<file path="src/rtl/lowx_arbiter_pkg.sv">
// Shared types for the lowX memory-port arbiter: FSM states, owner tags,
// latched request and routed response records.
package lowx_arbiter_pkg;

  localparam int unsigned LOWX_XLEN     = 32;
  localparam int unsigned LOWX_BLK_SIZE = 128;

  typedef enum logic [1:0] {
    ARB_IDLE,
    ARB_REQ,
    ARB_WAIT
  } lowx_arb_state_e;

  typedef enum logic {
    OWN_I,
    OWN_D
  } lowx_owner_e;

  typedef struct packed {
    logic                     valid;
    logic [LOWX_XLEN-1:0]     addr;
    logic                     rw;
    logic [LOWX_BLK_SIZE-1:0] wdata;
    logic                     uncached;
  } lowx_req_t;

  typedef struct packed {
    logic                     valid;
    logic [LOWX_BLK_SIZE-1:0] blk;
  } lowx_res_t;

  // Response record whose block is forced to zero unless it is valid.
  function automatic lowx_res_t lowx_res_pass(input logic valid,
                                              input logic [LOWX_BLK_SIZE-1:0] blk);
    lowx_res_t r;
    r.valid = valid;
    r.blk   = valid ? blk : '0;
    return r;
  endfunction

endpackage

</file>
<file path="src/rtl/lowx_arbiter_rr_arb2.sv">
// Two-way round-robin grant: on a tie the side that did not win last time
// is granted. req[0]/gnt[0] is the I side, req[1]/gnt[1] the D side.
module rr_arb2 (
  input  logic [1:0] req,
  input  logic       last_grant,
  output logic [1:0] gnt
);

  always_comb begin
    gnt = '0;
    case (req)
      2'b01:   gnt = 2'b01;
      2'b10:   gnt = 2'b10;
      2'b11:   gnt = last_grant ? 2'b01 : 2'b10;
      default: gnt = '0;
    endcase
  end

endmodule

</file>
<file path="src/rtl/lowx_arbiter.sv">
// Shares the single lowX memory port between the fetch align buffer (I) and
// the dcache miss path (D); one transaction outstanding, responses routed back.
module lowx_arbiter
  import lowx_arbiter_pkg::*;
#(
  parameter int unsigned XLEN     = LOWX_XLEN,
  parameter int unsigned BLK_SIZE = LOWX_BLK_SIZE
) (
  input  logic                clk_i,
  input  logic                rst_i,
  input  logic                flush_i,
  input  logic                i_valid_i,
  input  logic [XLEN-1:0]     i_addr_i,
  input  logic                i_uncached_i,
  output logic                i_ready_o,
  output logic                i_res_valid_o,
  output logic [BLK_SIZE-1:0] i_res_blk_o,
  input  logic                d_valid_i,
  input  logic [XLEN-1:0]     d_addr_i,
  input  logic                d_rw_i,
  input  logic [BLK_SIZE-1:0] d_wdata_i,
  input  logic                d_uncached_i,
  output logic                d_ready_o,
  output logic                d_res_valid_o,
  output logic [BLK_SIZE-1:0] d_res_blk_o,
  output logic                mem_valid_o,
  input  logic                mem_ready_i,
  output logic [XLEN-1:0]     mem_addr_o,
  output logic                mem_rw_o,
  output logic [BLK_SIZE-1:0] mem_wdata_o,
  output logic                mem_uncached_o,
  input  logic                mem_res_valid_i,
  input  logic [BLK_SIZE-1:0] mem_res_blk_i
);

  lowx_arb_state_e state_q;
  lowx_owner_e     owner_q;
  lowx_owner_e     last_q;
  logic            drop_q;
  lowx_req_t       req_q;

  logic [1:0] req_vec;
  logic [1:0] gnt;
  logic       in_idle;
  logic       res_hit;
  logic       i_flush_busy;
  lowx_res_t  i_res;
  lowx_res_t  d_res;

  assign req_vec = {d_valid_i, i_valid_i & ~flush_i};

  rr_arb2 u_rr_arb2 (
    .req        (req_vec),
    .last_grant (last_q == OWN_D),
    .gnt        (gnt)
  );

  // Outputs are gated by rst_i so the port is quiet for the whole reset cycle.
  assign in_idle      = (state_q == ARB_IDLE) & ~rst_i;
  assign res_hit      = (state_q == ARB_WAIT) & mem_res_valid_i & ~rst_i;
  assign i_flush_busy = flush_i & (owner_q == OWN_I) & (state_q != ARB_IDLE);

  assign i_ready_o = in_idle & gnt[0];
  assign d_ready_o = in_idle & gnt[1];

  // A flush arriving on the response cycle itself also swallows the I block.
  assign i_res = lowx_res_pass(res_hit & (owner_q == OWN_I) & ~drop_q & ~flush_i,
                               mem_res_blk_i);
  assign d_res = lowx_res_pass(res_hit & (owner_q == OWN_D), mem_res_blk_i);

  assign i_res_valid_o = i_res.valid;
  assign i_res_blk_o   = i_res.blk;
  assign d_res_valid_o = d_res.valid;
  assign d_res_blk_o   = d_res.blk;

  assign mem_valid_o    = req_q.valid & ~rst_i;
  assign mem_addr_o     = req_q.addr;
  assign mem_rw_o       = req_q.rw;
  assign mem_wdata_o    = req_q.wdata;
  assign mem_uncached_o = req_q.uncached;

  always_ff @(posedge clk_i) begin
    if (rst_i) begin
      state_q <= ARB_IDLE;
      owner_q <= OWN_I;
      last_q  <= OWN_D;
      drop_q  <= 1'b0;
      req_q   <= '0;
    end else begin
      case (state_q)
        ARB_IDLE: begin
          if (gnt[0]) begin
            req_q.valid    <= 1'b1;
            req_q.addr     <= i_addr_i;
            req_q.rw       <= 1'b0;
            req_q.wdata    <= '0;
            req_q.uncached <= i_uncached_i;
            owner_q        <= OWN_I;
            last_q         <= OWN_I;
            state_q        <= ARB_REQ;
          end else if (gnt[1]) begin
            req_q.valid    <= 1'b1;
            req_q.addr     <= d_addr_i;
            req_q.rw       <= d_rw_i;
            req_q.wdata    <= d_wdata_i;
            req_q.uncached <= d_uncached_i;
            owner_q        <= OWN_D;
            last_q         <= OWN_D;
            state_q        <= ARB_REQ;
          end
        end
        ARB_REQ: begin
          if (i_flush_busy) drop_q <= 1'b1;
          if (mem_ready_i) begin
            req_q.valid <= 1'b0;
            state_q     <= ARB_WAIT;
          end
        end
        ARB_WAIT: begin
          if (mem_res_valid_i) begin
            drop_q  <= 1'b0;
            state_q <= ARB_IDLE;
          end else if (i_flush_busy) begin
            drop_q <= 1'b1;
          end
        end
        default: state_q <= ARB_IDLE;
      endcase
    end
  end

  a_ready_onehot : assert property (@(posedge clk_i) disable iff (rst_i)
    !(i_ready_o && d_ready_o));

  a_ready_idle : assert property (@(posedge clk_i) disable iff (rst_i)
    (i_ready_o || d_ready_o) |-> (state_q == ARB_IDLE));

  a_mem_stable : assert property (@(posedge clk_i) disable iff (rst_i)
    (mem_valid_o && !mem_ready_i) |=>
      (mem_valid_o && $stable(mem_addr_o) && $stable(mem_rw_o) &&
       $stable(mem_wdata_o) && $stable(mem_uncached_o)));

endmodule

</file>
<file path="config.mk">
export PLATFORM = sky130hd
export DESIGN_NAME = lowx_arbiter
export DESIGN_NICKNAME = d
export VERILOG_FILES = /design/src/rtl/lowx_arbiter_pkg.sv /design/src/rtl/lowx_arbiter_rr_arb2.sv /design/src/rtl/lowx_arbiter.sv
export SDC_FILE = /design/constraint.sdc
export NUM_CORES = 1
export LEC_CHECK = 0
export CORE_AREA = 2 2 294 296
export DETAILED_ROUTE_END_ITERATION = 8
export DIE_AREA = 0 0 296 298
export GPL_TIMING_DRIVEN = 0
export PLACE_DENSITY = 0.31
export SLEW_MARGIN = 20
export SYNTH_ARGS = -nofsm -noshare
export SYNTH_HDL_FRONTEND = slang
export SYNTH_SLANG_ARGS = --single-unit
</file>
<file path="constraint.sdc">
create_clock -name clk_i -period 3.9 [get_ports clk_i]
set_input_delay 0.78 -clock clk_i [delete_from_list [all_inputs] [get_ports clk_i]]
set_output_delay 0.78 -clock clk_i [all_outputs]
set_load 0.02 [all_outputs]
</file>
Yosys cells after proc, flatten, opt, wreduce, memory -nomap -nowiden

Index checks and enable logic that the tools add are counted.

Register bits: 168
Input port bits: 330
Word-level logic and storage cells: 60

Eq/ne operators: 8
Mux-type cells: 18
Bitwise logic cells: 17
Reduce and logical (&&, ||, !) cells: 8

Operators with widths:

| kind                                           | number |
|---|---|
| two-way mux 163 bit                            | 2 |
| two-way mux 128 bit                            | 2 |
| bitwise AND 1 bit                              | 13 |
| one-hot mux 2 bit (3 select lines)             | 2 |
| two-way mux 2 bit                              | 5 |
| nonzero test 2 bit                             | 4 |
| == test 2 bit (second input constant)          | 3 |
| AND reduction 3 bit                            | 2 |
| two-way mux 1 bit                              | 5 |
| == test 2 x 1 -> 1 bit (second input constant) | 2 |
| inequality test 2 bit (second input constant)  | 2 |
| NOT 1 bit                                      | 4 |
| one-hot mux 1 bit (2 select lines)             | 2 |
| inequality test 3 bit (second input constant)  | 1 |
| zero test 2 bit                                | 1 |
| AND reduction 2 bit                            | 1 |

Longest topological paths before layout

Gate-level depths: netlist of run 1.

Depth after elaboration: 7
Depth in mapped cells: 8

By module

From an unflattened synthesis of run 1, not the netlist that was laid out.

Cells, all modules: 1215
Area, all modules: 9701.8 um^2

By module, submodules not included:

| module       | instances | cells each | area an instance (um^2) | sequential area each (um^2) |
|---|---|---|---|---|
| lowx_arbiter | 1         | 1212       | 9683.0                  | 3363.2 |
| rr_arb2      | 1         | 3          | 18.8                    | 0.0 |

Worst setup path after synthesis of run 1

No wires, ideal clock.

Path type: input to output
From: in rst_i
To: out i_res_blk_o[118]
Data arrival time: 1929 ps
Required time: 3120 ps
Setup slack: 1191 ps
Cell stages on the path: 5
Buffers on the path: 2
Path through: buf_2 > nand3b_4 > nor4_2 > clkbuf_1 > and2_1

Word-level cells in the longest chain between the ends: 6

Ends and longest elaborated chain:

| element                         | RTL line               | source |
|---|---|---|
| start: declaration              | lowx_arbiter.sv:10     | `input logic rst_i,` |
| NOT 1 bit                       | lowx_arbiter.sv:60     | `assign res_hit = (state_q == ARB_WAIT) & mem_res_valid_i & ~rst_i;` |
| bitwise AND 1 bit               | lowx_arbiter.sv:60     |  |
| bitwise AND 1 bit (3 in series) | lowx_arbiter.sv:67     | `assign i_res = lowx_res_pass(res_hit & (owner_q == OWN_I) & ~drop_q & ~flush_i,` |
| named net i_res_valid_o         | lowx_arbiter.sv:16     | `output logic i_res_valid_o,` |
| two-way mux 128 bit             | lowx_arbiter_pkg.sv:37 | `r.blk = valid ? blk : '0;` |
| end: declaration                | lowx_arbiter.sv:17     | `output logic [BLK_SIZE-1:0] i_res_blk_o,` |

The timed path passes the listed nets, and every way through them passes these cells.

Final worst setup path of run 1

From: in mem_res_valid_i
To: out i_res_blk_o[115]

Word-level cells in the longest chain between the ends: 6

Ends and longest elaborated chain:

| element                         | RTL line               | source |
|---|---|---|
| start: declaration              | lowx_arbiter.sv:32     | `input logic mem_res_valid_i,` |
| bitwise AND 1 bit (2 in series) | lowx_arbiter.sv:60     |  |
| bitwise AND 1 bit (3 in series) | lowx_arbiter.sv:67     |  |
| two-way mux 128 bit             | lowx_arbiter_pkg.sv:37 |  |

No other way between the ends.

==> results.tsv, run 1 <==
stage	metric	value	unit
outcome	status	complete, no violations	
clocking	Clk Tree Root Cell	clkbuf_16	
clocking	Worst-Skew Late Latency	0.47	ns
synth	Synth area leader	dfxtp_1	
synth	Syn Std Cell Area	0.008722	sq mm
job	Max-cap violations	0	
timing	RSZ-0062 raised after global routing	false	
cells_and_area	Register Area	0.003363	sq mm
floorplan	FP Rows	107	
critical_path	crit start category	input pin	
detailed_routing	routed vias	9661	
synth	syn_nets	1302	
power	sw frac	35.03	%
floorplan	die height	298	microns
detailed_routing	final wirelength	61.32	mm
cells_and_area	filler cell count in the final layout	9499	
clocking	TritonCTS clock tree	done	
placement	Port Buffers	751	
critical_path	crit path kind	input pin to output port	
critical_path	crit-path max FO	10	
cells_and_area	Synth-to-Final Area Change	110.8	%
critical_path	Reg-to-Reg End	mem_wdata_o[13]	
detailed_routing	number of remaining DRC errors	0	
synth	share of the synthesized area in the top cell type	38.56	%
power	Comb pwr share	41.4	%
global_route	largest net degree at the start of global routing	18	
power	Flop pwr share	31.8	%
timing	Worst Max-Slew Pin Slew	0.7130	ns
timing	fin crit share	97.75	%
timing	Slew HR	52.47	%
cells_and_area	share of cells above drive strength 1	14.86	%
power	clock power share	26.8	%
min_path	Min-Delay Path Class	register to register	
placement	worst slack, placed	-0.6164	ns
synth	Cell variety after synth	33	
detailed_routing	vias per cell	3.320	
cells_and_area	Finished Core Util	21.66	%
power	P_sw	2.458	mW
timing	Final Hold Viols	0	
global_route	first-pass GRT wire length	81.80	mm
min_path	Worst Hold Depth	2	
detailed_routing	DR pass1 iterations	4	
clocking	CTS Sinks	168	
critical_path	crit path DAT	3.03	ns
critical_path	slowest CP cell	clkdlybuf4s50_1	
cells_and_area	commonest non-fill, non-tap cells in the layout	clkdlybuf4s50_1, and2_1, buf_4, dfxtp_1, a22o_1	
floorplan	io pins	753	
power	Internal Power	4.558	mW
placement	routability cong.	0.7825	
detailed_routing	ANT nets after route	0	
critical_path	r2r setup slk	1.61	ns
power	pwr/cell area	381.6	mW/mm^2
timing	final setup margin	0.08768	ns
detailed_routing	mean routed wirelength per cell	21.07	microns
clocking	Clk pin slew, worst setup/hold paths	0.07	ns
min_path	hold path startpoint	mem_wdata_o[121]	
timing	Hold Slack	0.4598	ns
critical_path	Crit path buffers/inverters	4	
clocking	clk buf depth	2	
critical_path	Critical Path RT	3.12	ns
cells_and_area	most common cell after layout, fill and taps aside	clkdlybuf4s50_1	
timing	Final Setup Violations	0	
min_path	hold worst-path end	mem_wdata_o[121]	
synth	Yosys warnings	0	
power	Max VDD drop	0.2560	mV
floorplan	area of the core	0.08488	sq mm
power	leakage	7.316	nW
critical_path	CP top delay family	buffers and inverters	
global_route	initial antenna violation count	32	
floorplan	Initial Util	10.28	%
critical_path	start of the worst register-to-register path	state_q[0]	
timing	Tmin final	3.812	ns
synth	Synth area leaders	dfxtp_1, and2_1, buf_4	
synth	Mean Syn Cell Area	9.020	sq um
critical_path	Register-to-Register Path Depth	6	
detailed_routing	initial DRC count	348	
synth	post-synthesis cell count	967	
timing	fin. max-slew vios	0	
critical_path	most frequent CP cell	clkdlybuf4s50_1	
floorplan	die area	0.08821	sq mm
timing	Clock Skews	0.01243	ns
placement	DP HPWL	52.75	mm
global_route	vias in the first global route	10220	
synth	post-synthesis sequential area ratio	38.56	%
clocking	total CTS buffers	17	
cells_and_area	net count reported at finish	2072	
synth	Synth Register Bits	168	
clocking	H-tree levels	4	
global_route	GRT Overall Usage	13.38	%
timing	Fmax achieved	262.3	MHz
critical_path	worst path cell trace	clkdlybuf4s50_1, nand3b_4, nor4_4, clkbuf_4, buf_2, and2_1, clkdlybuf4s50_1	
floorplan	Die Width	296	microns
cells_and_area	footprint of the multi-input gates	0.003792	sq mm
critical_path	CP Capture Type	output port	
global_route	gr ovfl total	0	
critical_path	CP peak stage delay	0.65	ns
per-stage QoR:
step                      TNS (ns)  cell area, sq um  power [mW]  std cells
after CTS                 -0.01798             18320       7.201       2894
after detailed placement    -47.25             17670       5.220       2862
after floorplan                  0              8722       3.755        967
after global placement      -39.88             17670       5.231       2862
after global routing             0             18370       7.418       2901
final                            0             18390       7.016       2910
cell type report:
type                            count  share of cell area, %
Timing Repair Buffer              751                  40.91
Inverter                            5                 0.1021
Sequential cell                   168                  18.29
Multi-Input combinational cell    560                  20.62
Clock inverter                     14                 0.9731
Antenna cell                       16                 0.2177
Buffer                            234                  8.764
Clock buffer                       18                  2.334
Tap cell                         1144                  7.784
power groups by stage:
stage                     Clock [mW]  Combinational (mW)  Sequential (mW)
after global placement             0                2.97             2.26
after floorplan                    0                1.53             2.22
final                           1.88                2.91             2.23
after detailed placement           0                2.96             2.26
after CTS                       1.99                2.98             2.23
after global routing            2.03                3.11             2.27
cell families after synthesis:
kind of cell    synth area share (%)
compound gates                 17.40
mux                           0.2295
buf+inv                        18.28
simple gates                   24.82
flops                          38.56
fa+ha+maj                     0.7173
worst register-to-register path: stages, from the launching register on:
cell and delay, ns:
dfxtp_1 0.38, inv_1 0.10, ha_1 0.30, a21boi_2 0.23, nor2_4 0.38, clkbuf_1 0.61
a22o_1 0.23
routing by layer:
metal | track usage (%) | part of all wire (%)
met3 | 5.595 | 9.9
met2 | 25.27 | 53
met5 | 0 | 0.20
met4 | 4.173 | 2.4
met1 | 13.00 | 34
synth_stat cells:
cell type / instances
a22o_1: 126
and2_1: 257
nor4_2: 1
nor2_4: 1
nand3_1: 3
buf_2: 20
mux2i_1: 2
clkbuf_2: 12
a31oi_1: 2
nand2_1: 70
buf_4: 175
buf_1: 6
inv_1: 4
a21boi_2: 1
nor2b_1: 3
o21ai_1: 1
a211o_1: 1
nor2_1: 17
o21a_1: 2
clkbuf_1: 21
nand2b_1: 23
inv_2: 1
ha_1: 5
dfxtp_1: 168
o21ai_0: 1
nand3b_4: 1
a21o_1: 1
o22ai_1: 1
and2b_2: 1
a32oi_1: 21
a21oi_1: 4
a311oi_1: 14
o21ai_4: 1
flip-flops by register name (all words and copies together), names as in the netlist:
name / flops
last_q: 1
owner_q: 1
mem_wdata_o: 128
state_q: 2
mem_rw_o: 1
mem_addr_o: 32
req_q: 1
drop_q: 1
mem_uncached_o: 1
worst max path at each step:
stage / end / startpoint / cells after the start / slack (ns)
floorplan: i_res_blk_o[118] / rst_i / 5 / 1.19
global placement: d_ready_o / flush_i / 6 / -0.62
detailed placement: d_ready_o / flush_i / 6 / -0.62
CTS: d_res_blk_o[103] / mem_res_valid_i / 7 / -0.007
global route: i_res_blk_o[115] / mem_res_valid_i / 7 / 0.0009
finish: i_res_blk_o[115] / mem_res_valid_i / 7 / 0.09
timing repair:
action | CTS | global route
setup buffers | 0 | 0
gates resized for setup | 28 | 16
endpoints found under the setup margin | 235 | 64
hold buffers | 0 | 0
(Power assumes the default switching activity.)
==> run 2: changes to the inputs <==
ABC_CLOCK_PERIOD_IN_PS = 3900   (was unset)
==> results of run 2 <==
No change in the layout: final DEF, timing and power equal those of run 1.
